[config.mk]
export PLATFORM = sky130hd
export DESIGN_NAME = score_board_multi
export DESIGN_NICKNAME = d
export VERILOG_FILES = /design/src/rtl/score_board_multi.sv
export SDC_FILE = /design/constraint.sdc
export NUM_CORES = 1
export LEC_CHECK = 0
export BUFFER_PORTS_ARGS = -buffer_cell sky130_fd_sc_hd__buf_2
export CAP_MARGIN = 5
export CORE_UTILIZATION = 50
export DETAILED_ROUTE_END_ITERATION = 7
export GPL_TIMING_DRIVEN = 0
export MAX_ROUTING_LAYER = met4
export PLACE_DENSITY = 0.7
export SLEW_MARGIN = 10
export SYNTH_ARGS = -nofsm -noshare
export SYNTH_HDL_FRONTEND = slang
export SYNTH_SLANG_ARGS = --single-unit
[constraint.sdc]
create_clock -name clk -period 7.81 [get_ports clk]
set_clock_uncertainty 0.15 [all_clocks]
set_input_delay 1.1715 -clock clk [delete_from_list [all_inputs] [get_ports clk]]
set_output_delay 1.1715 -clock clk [all_outputs]
set_load 0.1 [all_outputs]
[src/rtl/score_board_multi.sv]
// ---------------------------------------------------------------------------
// score_board_multi
//
// Multi-player BCD scoreboard with a time-multiplexed seven-segment display.
// Each player has a saturating BCD up/down counter. The first player whose
// score lands exactly on WIN_SCORE is latched as the winner. While a winner
// is latched, score pulses are ignored until newGame clears the board. A free
// running refresh counter walks one lit digit across every player's digits.
//
// Parameters
//   NUM_PLAYERS  number of independent score channels (2..4)
//   DIGITS       BCD digits per player (1..3), max score 10^DIGITS-1
//   WIN_SCORE    score that ends a game (1..10^DIGITS-1)
//   REFRESH_DIV  clk cycles each display digit stays lit (>= 2)
//
// Ports
//   clk        single clock, rising edge
//   reset      asynchronous, active-low reset
//   newGame    one-cycle pulse clearing scores and winner
//   scoreUp    per-player one-cycle increment pulses
//   scoreDown  per-player one-cycle decrement pulses
//   score_bcd  registered BCD scores, player p at bit p*DIGITS*4, LS digit low
//   winner     registered one-hot winning player, zero while no winner
//   game_over  OR of winner
//   seg        active-low segments a..g (seg[0] = a)
//   dp         active-low decimal point, marks digit 0 of the winner
//   an         active-low anodes, an[p*DIGITS+d] is digit d of player p
// ---------------------------------------------------------------------------
module score_board_multi #(
  parameter int NUM_PLAYERS = 2,
  parameter int DIGITS      = 2,
  parameter int WIN_SCORE   = 10,
  parameter int REFRESH_DIV = 100000
) (
  input  logic                            clk,
  input  logic                            reset,
  input  logic                            newGame,
  input  logic [NUM_PLAYERS-1:0]          scoreUp,
  input  logic [NUM_PLAYERS-1:0]          scoreDown,
  output logic [NUM_PLAYERS*DIGITS*4-1:0] score_bcd,
  output logic [NUM_PLAYERS-1:0]          winner,
  output logic                            game_over,
  output logic [6:0]                      seg,
  output logic                            dp,
  output logic [NUM_PLAYERS*DIGITS-1:0]   an
);

  localparam int PW      = DIGITS * 4;
  localparam int NUM_DIG = NUM_PLAYERS * DIGITS;
  localparam int SW      = $clog2(NUM_DIG);
  localparam int RW      = $clog2(REFRESH_DIV);

  // Converts a plain integer into a packed BCD word of DIGITS digits.
  function automatic logic [PW-1:0] intToBcd(input int value);
    logic [PW-1:0] r;
    int            rem;
    r   = '0;
    rem = value;
    for (int d = 0; d < DIGITS; d++) begin
      r[d*4 +: 4] = 4'(rem % 10);
      rem         = rem / 10;
    end
    return r;
  endfunction

  localparam logic [PW-1:0] WIN_BCD = intToBcd(WIN_SCORE);
  localparam logic [PW-1:0] MAX_BCD = {DIGITS{4'd9}};

  // BCD +1 with decimal carry; the caller keeps MAX_BCD from wrapping.
  function automatic logic [PW-1:0] bcdInc(input logic [PW-1:0] v);
    logic [PW-1:0] r;
    logic          carry;
    r     = v;
    carry = 1'b1;
    for (int d = 0; d < DIGITS; d++) begin
      if (carry) begin
        if (v[d*4 +: 4] == 4'd9) begin
          r[d*4 +: 4] = 4'd0;
        end else begin
          r[d*4 +: 4] = v[d*4 +: 4] + 4'd1;
          carry       = 1'b0;
        end
      end
    end
    return r;
  endfunction

  // BCD -1 with decimal borrow; the caller keeps zero from wrapping.
  function automatic logic [PW-1:0] bcdDec(input logic [PW-1:0] v);
    logic [PW-1:0] r;
    logic          borrow;
    r      = v;
    borrow = 1'b1;
    for (int d = 0; d < DIGITS; d++) begin
      if (borrow) begin
        if (v[d*4 +: 4] == 4'd0) begin
          r[d*4 +: 4] = 4'd9;
        end else begin
          r[d*4 +: 4] = v[d*4 +: 4] - 4'd1;
          borrow      = 1'b0;
        end
      end
    end
    return r;
  endfunction

  // Hex to active-low seven-segment pattern, bit order g..a.
  function automatic logic [6:0] sevenSeg(input logic [3:0] h);
    logic [6:0] s;
    case (h)
      4'h0:    s = 7'b1000000;
      4'h1:    s = 7'b1111001;
      4'h2:    s = 7'b0100100;
      4'h3:    s = 7'b0110000;
      4'h4:    s = 7'b0011001;
      4'h5:    s = 7'b0010010;
      4'h6:    s = 7'b0000010;
      4'h7:    s = 7'b1111000;
      4'h8:    s = 7'b0000000;
      4'h9:    s = 7'b0010000;
      4'hA:    s = 7'b0001000;
      4'hB:    s = 7'b0000011;
      4'hC:    s = 7'b1000110;
      4'hD:    s = 7'b0100001;
      4'hE:    s = 7'b0000110;
      default: s = 7'b0001110;
    endcase
    return s;
  endfunction

  // Game state
  logic [NUM_PLAYERS*PW-1:0] score_q, score_d;
  logic [NUM_PLAYERS-1:0]    winner_q, winner_d;
  logic                      gameOver;

  // Display scan state and registered display outputs
  logic [RW-1:0]      refresh_q, refresh_d;
  logic [SW-1:0]      scan_q, scan_d;
  logic [NUM_DIG-1:0] an_q, an_d;
  logic [6:0]         seg_q, seg_d;
  logic               dp_q, dp_d;
  logic [3:0]         selDigit;

  assign gameOver = |winner_q;

  // Score update: newGame wins over everything; otherwise each player moves
  // independently unless a winner is already latched. Opposing pulses cancel
  // and the counters stop at both ends. The winner check looks at the updated
  // scores so the win lands on the same edge, lowest index first.
  always_comb begin
    logic [PW-1:0] cur;
    logic          found;
    score_d  = score_q;
    winner_d = winner_q;
    cur      = '0;
    found    = 1'b0;
    if (newGame) begin
      score_d  = '0;
      winner_d = '0;
    end else if (!gameOver) begin
      for (int p = 0; p < NUM_PLAYERS; p++) begin
        cur = score_q[p*PW +: PW];
        if (scoreUp[p] && !scoreDown[p] && (cur != MAX_BCD)) begin
          score_d[p*PW +: PW] = bcdInc(cur);
        end else if (scoreDown[p] && !scoreUp[p] && (cur != '0)) begin
          score_d[p*PW +: PW] = bcdDec(cur);
        end
      end
      for (int p = 0; p < NUM_PLAYERS; p++) begin
        if (!found && (score_d[p*PW +: PW] == WIN_BCD)) begin
          winner_d[p] = 1'b1;
          found       = 1'b1;
        end
      end
    end
  end

  // Refresh divider and scan index. The scan index steps once per full
  // refresh period and wraps after the last digit of the last player.
  always_comb begin
    refresh_d = refresh_q + RW'(1);
    scan_d    = scan_q;
    if (refresh_q == RW'(REFRESH_DIV - 1)) begin
      refresh_d = '0;
      if (scan_q == SW'(NUM_DIG - 1)) begin
        scan_d = '0;
      end else begin
        scan_d = scan_q + SW'(1);
      end
    end
  end

  // Display decode for the currently scanned digit. Player p digit d sits at
  // flat digit index p*DIGITS+d in both the score vector and the anodes, so
  // one index selects both. The decimal point marks the winner's digit 0.
  always_comb begin
    selDigit = 4'd0;
    an_d     = '1;
    dp_d     = 1'b1;
    for (int i = 0; i < NUM_DIG; i++) begin
      if (scan_q == SW'(i)) begin
        selDigit = score_q[i*4 +: 4];
        an_d[i]  = 1'b0;
      end
    end
    for (int p = 0; p < NUM_PLAYERS; p++) begin
      if (winner_q[p] && (scan_q == SW'(p * DIGITS))) begin
        dp_d = 1'b0;
      end
    end
    seg_d = sevenSeg(selDigit);
  end

  // All state registers share the asynchronous active-low reset, which blanks
  // the display and discards every score and the winner.
  always_ff @(posedge clk or negedge reset) begin
    if (!reset) begin
      score_q   <= '0;
      winner_q  <= '0;
      refresh_q <= '0;
      scan_q    <= '0;
      an_q      <= '1;
      seg_q     <= '1;
      dp_q      <= 1'b1;
    end else begin
      score_q   <= score_d;
      winner_q  <= winner_d;
      refresh_q <= refresh_d;
      scan_q    <= scan_d;
      an_q      <= an_d;
      seg_q     <= seg_d;
      dp_q      <= dp_d;
    end
  end

  assign score_bcd = score_q;
  assign winner    = winner_q;
  assign game_over = gameOver;
  assign an        = an_q;
  assign seg       = seg_q;
  assign dp        = dp_q;

endmodule

=== After elaboration in Yosys (flattened, before gate mapping) ===
Memories as Yosys holds them, arrays and structs flattened. A register that Yosys moved wholly into a read port is not among the register bits.
Cells that the tools add are included.
W data, S select, Z words.

* Bits in read-only memories: 112
* Latch bits: 0
* Input port bits: 7
* Bits in registers: 42
* Memories: 1
* Logic and storage cells: 119
* Memory bits (writable): 0
* Output and inout bits: 31

{| class="wikitable"
|+ Memories
! name !! words !! width !! rd ports !! clocked after memory_dff !! write ports !! RTL line !! source
|-
| (no name shown) || 16 || 7 || 1 || 1 || 0 || 110 || <nowiki>case (h)</nowiki>
|}

* Bitwise logic cells: 0
* Div/mod/pow operators: 0
* Reductions and logical operators: 29
* Add/subtract/negate cells: 10
* Muxes and demuxes: 59
* $lt $le $gt $ge: 0
* Equality and inequality tests: 13
* Shifts and indexed selects: 0
* Multipliers: 0

{| class="wikitable"
|+ Operator list
! kind !! count
|-
| $mux W4 || 16
|-
| $mux W8 || 8
|-
| $mux W16 || 2
|-
| $mux W1 || 29
|-
| $add A17 B1 Y17 const B || 1
|-
| $eq A17 B17 Y1 const B || 1
|-
| $mux W17 || 1
|-
| $add A4 B1 Y4 const B || 4
|-
| $eq A4 B4 Y1 const B || 4
|-
| $eq A8 B5 Y1 const B || 2
|-
| $logic_not A4 Y1 || 4
|-
| $ne A8 B8 Y1 const B || 2
|-
| $reduce_bool A8 Y1 || 2
|-
| $sub A4 B1 Y4 const B || 4
|-
| $logic_and A1 B1 Y1 || 11
|-
| $logic_not A1 Y1 || 6
|-
| $mux W2 || 3
|-
| $eq A2 B2 Y1 const B || 2
|-
| $reduce_and A2 Y1 || 2
|-
| $reduce_bool A2 Y1 || 2
|-
| $add A2 B1 Y2 const B || 1
|-
| $eq A2 B1 Y1 const B || 1
|-
| $logic_not A2 Y1 || 1
|-
| $ne A2 B2 Y1 const B || 1
|-
| $reduce_or A2 Y1 || 1
|}

=== Depth between registers and ports, before layout ===
* Depth in word-level cells: 21
* Depth in mapped cells: 12

=== Least setup slack after synthesis ===
OpenSTA, ideal clock, no wires.

* Path kind: reg-to-output
* Start: register winner_q[1] (netlist: winner[1])
* End: output port game_over
* Cell stages (with the launch flop): 3
* Path slack: 4.811 ns
* Arrival time: 1.677 ns
* Path buffers: 0
* Path through: dfrtp_1 > nor2_1 > inv_2

* Cells in the longest elaborated chain, start to end: 1

{| class="wikitable"
|+ RTL lines
! item !! RTL line !! source
|-
| start: declaration || 133 || <nowiki>logic [NUM_PLAYERS-1:0] winner_q, winner_d;</nowiki>
|-
| start signal: assignment || 227 || <nowiki>winner_q <= winner_d;</nowiki>
|-
| $reduce_or A2 Y1 || 144 || <nowiki>assign gameOver = |winner_q;</nowiki>
|-
| end: declaration || 42 || <nowiki>output logic game_over,</nowiki>
|}

No other way between the ends.

=== Final worst setup path ===
Ends and elaborated chain as after synthesis.

==> results by stage <==
Timing:
- The hold violation total from the final report is 0.
- Setup repair after global routing left no endpoint under its margin.
- At the pin with the least slew margin, the transition time is ~1100 ps.
- The number of pins with negative max-slew slack in the final report is 0.
- After layout, the worst path uses roughly two fifths of the clock period.
- The maximum clock frequency is approximately 330 MHz.
- The tightest slew margin relative to the limit is between 20 and 30%.
- The aggregate negative setup slack is 0 ps.
- The final worst setup slack is between 4000 and 5000 ps.
- The clock period could shrink to ~3000 ps.
- The final count of negative-setup-slack endpoints is 0.

Clocking:
- TritonCTS built the clock tree.
- The number of buffers on the longest clock path is 2.
- The H-tree was split into 2 levels.
- At the later pin of the worst-skew pair, clock insertion delay measures 310 ps.
- Gates resized during post-CTS repair numbered 0.
- The clock root buffer is sky130_fd_sc_hd__clkbuf_8.
- The cts-stage hold buffer count is 0.
- After clock tree synthesis, the setup repair step added 0 buffers.
- After clock tree synthesis, the clock-pin slew on the worst setup and hold paths is roughly 90 ps.
- The number of buffers created by CTS is 5.
- The number of sinks driven by the clock tree is a little under 50.

Synthesis:
- The count of cell types in the netlist is 71.
- The number of nets in the synthesized netlist is ~400.
- For this run, asynchronously set or reset flops after synthesis account for 100%.
- In the synthesized netlist, the number of instances is approximately 370.
- The post-synthesis sequential element count is 49.
- The most used flip-flop cell after synthesis is sky130_fd_sc_hd__dfrtp_1.
- The Yosys step of the flow raised 0 warnings.
- Counting flops with a built-in enable in the synthesized netlist gives 0.
- The sequential element share of the synthesized area is a little under two fifths.
- The mean instance size in the synthesized netlist is 8.93 um2.
- The fraction of post-synthesis cell area in the top cell type by area is between 20 and 30%.
- The mapped netlist covers 3300 um2.
- The synthesized design spends more area on one cell type than any other, namely sky130_fd_sc_hd__dfrtp_1.
- By area the synthesized netlist is led by sky130_fd_sc_hd__dfrtp_1 (28%), sky130_fd_sc_hd__dfstp_2 (9.6%), sky130_fd_sc_hd__ha_1 (5.7%).

Cells and area:
- The post-route netlist has between 10% and 20% of its cells at a drive strength greater than 1.
- In the final layout, the multi-input gates occupy between 1500 and 2000 um2.
- At the end of the flow, the number of nets in the layout was 434.
- The final cell count without fillers is 490.
- In the layout the commonest cells are sky130_fd_sc_hd__dfrtp_1 (37), sky130_fd_sc_hd__buf_2 (36), sky130_fd_sc_hd__nor2_1 (35).
- The antenna diode instance count is 0.
- The area growth from synthesis to layout is 11.2%.
- The number of fill cells in the layout is 593.
- Leaving out fill and tap cells, the most frequent cell in the layout is sky130_fd_sc_hd__dfrtp_1.
- Across the whole layout, storage elements account for roughly 1200 um2.

Floorplanning:
- The core footprint is about 6300 um2.
- The floorplan step set the die width to 83.2 um.
- The number of placement rows is 29.
- The effective utilization at floorplan is between 50% and 60%.
- The die outline height is approximately 83 um.
- The floorplan step defined a die boundary enclosing about 6900 um2.
- The I/O pin total is 38.

Placed design:
- The post-DP HPWL is approximately 5500 um.
- The congestion estimate from routability-driven global placement came to ~0.87.
- The total of buffers placed on input and output ports is 36.
- Timing analysis after detailed placement gives a worst setup slack of roughly 4700 ps.
- The total placed cells including tap cells is 482.

Drt:
- The total routed wirelength is between 7000 and 8000 um.
- In the routed design, unresolved DRC markers number 0.
- The count of routing violations after the opening detailed-route iteration is between 100 and 150.
- The antenna violation net count after detailed routing is 0.
- Before antenna repair, the detailed router went through 4 iterations.
- The per-cell via count in the routed design is 6.00.
- The wire length per cell is 15.7 um.
- Detailed routing inserted a total of slightly below 3000 vias.

GRT:
- The initial antenna violation count is 0.
- The remaining global-route overflow is 0.
- The first global-routing pass estimated 12900 um of wire.
- The via count of the first global-routing pass is around 2700.
- Global routing consumed, over all layers together, a little under a quarter of the routing resources.
- Entering global routing, the biggest net connects 50 pins.

Power and ir drop:
- IR analysis of the VDD net gives a maximum drop of ~0.26 mV.
- The internal cell power is 0.000570 W.
- In this run, flip-flops and latches consume a little over a quarter of the power.
- Net switching is 55.8% of the power.
- The standby leakage power is between 1.5 and 2 nW.
- In this run, the clock network consumes between 10% and 20% of the power.
- The total power per unit cell area is 352 nW/um2.
- The share of power burned in combinational logic is between 60% and 70%.
- The switching power total is around 0.0007 W.
- Overall power consumption after layout is estimated at between 0.001 and 0.0015 W.

Hold path:
- The path category of the worst min-delay check is flop to flop.

Setup path:
- The startpoint type of the worst setup path is a flop.
- By startpoint and endpoint, the worst setup path is classified as flop to output pin.
- Data on the critical path is required at its endpoint by between 6000 and 7000 ps.
- The startpoint of the most critical setup path is winner[1].
- The setup slack on the worst flop-to-flop path is about 4900 ps.
- The critical path data arrival time is 1720 ps.
- The number of cell instances on the worst register-to-register path is 9.
- The startpoint identified for the worst register-to-register timing path is scan_q[1].
- The maximum fanout along the worst path is 9.
- The kind of end point of the critical path is an output pin.
- The destination of the worst register-to-register timing path is seg[3].
- The capture point of the critical path is game_over.

Run:
- The max capacitance violation total is 0.

Status:
- The run finished with clean final reports.
## kinds of logic (layout without fill, tap and decap cells)
group	after synthesis	after routing	synth area share, %
fa+ha+maj	15	15	5.69
mux	6	6	2.24
buf+inv	44	88	5.01
compound gates	88	88	19.1
flops	49	49	37.7
xor+xnor	20	20	5.32
simple gates	147	147	25.0
## synthesized netlist by cell type (3+ instances only)
library cell,instances
sky130_fd_sc_hd__nand3b_1,8
sky130_fd_sc_hd__xnor2_1,11
sky130_fd_sc_hd__a21oi_1,21
sky130_fd_sc_hd__nor3_1,11
sky130_fd_sc_hd__mux2i_1,4
sky130_fd_sc_hd__and3_1,8
sky130_fd_sc_hd__nand4_1,8
sky130_fd_sc_hd__inv_1,17
sky130_fd_sc_hd__a22oi_1,4
sky130_fd_sc_hd__o22ai_1,4
sky130_fd_sc_hd__dfrtp_1,37
sky130_fd_sc_hd__o21ai_0,11
sky130_fd_sc_hd__buf_1,3
sky130_fd_sc_hd__dfstp_2,12
sky130_fd_sc_hd__ha_1,15
sky130_fd_sc_hd__nand3_1,21
sky130_fd_sc_hd__nand2_1,19
sky130_fd_sc_hd__nor2b_1,9
sky130_fd_sc_hd__a311oi_1,7
sky130_fd_sc_hd__nor4_1,4
sky130_fd_sc_hd__xor2_1,9
sky130_fd_sc_hd__nor2_1,35
sky130_fd_sc_hd__nand2b_1,3
sky130_fd_sc_hd__clkbuf_1,22
sky130_fd_sc_hd__o21ai_1,3
## per-stage QoR
stage                     utilization (%)  cell area, um2  hold WS, ps
after detailed placement             56.3            3570          318
after global placement               56.3            3570          314
after CTS                            57.7            3660          335
after floorplan                         -            3300          296
final                                57.7            3660          336
after global routing                 57.7            3660          361
## flip-flops by register name, summed over array words and instances, names as in the netlist
| register | cells |
|---|---|
| refresh_q | 17 |
| seg | 7 |
| winner | 2 |
| an | 4 |
| scan_q | 2 |
| score_bcd | 16 |
| dp | 1 |
## critical path: stages, from the launching register on
cell	delay, ps
sky130_fd_sc_hd__dfrtp_1	450
sky130_fd_sc_hd__nor2_1	400
sky130_fd_sc_hd__inv_2	210
sky130_fd_sc_hd__buf_2	340
## cell type report
cell class / count / share of cell area [%]
Multi-Input combinational cell: 276 / 51.6
Sequential cell: 49 / 33.9
Timing Repair Buffer: 36 / 4.92
Tap cell: 77 / 2.63
Buffer: 25 / 2.56
Inverter: 19 / 1.95
Clock buffer: 5 / 1.88
Clock inverter: 3 / 0.615
## worst min path at each step
stage / slack [ps] / to / cells past startpoint / start
6_report: 340 / refresh_q[4] / 1 / refresh_q[4]
5_1_grt: 360 / refresh_q[4] / 1 / refresh_q[4]
4_1_cts: 340 / refresh_q[4] / 1 / refresh_q[4]
3_5_place_dp: 320 / refresh_q[4] / 1 / refresh_q[4]
3_3_place_gp: 310 / refresh_q[4] / 1 / refresh_q[4]
2_1_floorplan: 300 / refresh_q[4] / 1 / refresh_q[4]
## power by group through the flow
| stage | Sequential [W] | Combinational (W) | Clock, W |
|---|---|---|---|
| 2_1_floorplan | 0.000607 | 0.000381 | 0 |
| 3_3_place_gp | 0.000340 | 0.000783 | 0 |
| 3_5_place_dp | 0.000342 | 0.000792 | 0 |
| 5_1_grt | 0.000341 | 0.000852 | 0.000167 |
| 6_report | 0.000337 | 0.000798 | 0.000155 |
| 4_1_cts | 0.000337 | 0.000795 | 0.000159 |
## per-layer routing
layer	up-vias	GRT usage [%]	part of all wire, %
met1	1427	32.0	47
li1	1424	-	-
met5	-	-	0
met2	77	36.6	48
met3	11	3.58	4.5
met4	0	5.96	1.2
(Power assumes the default switching activity.)
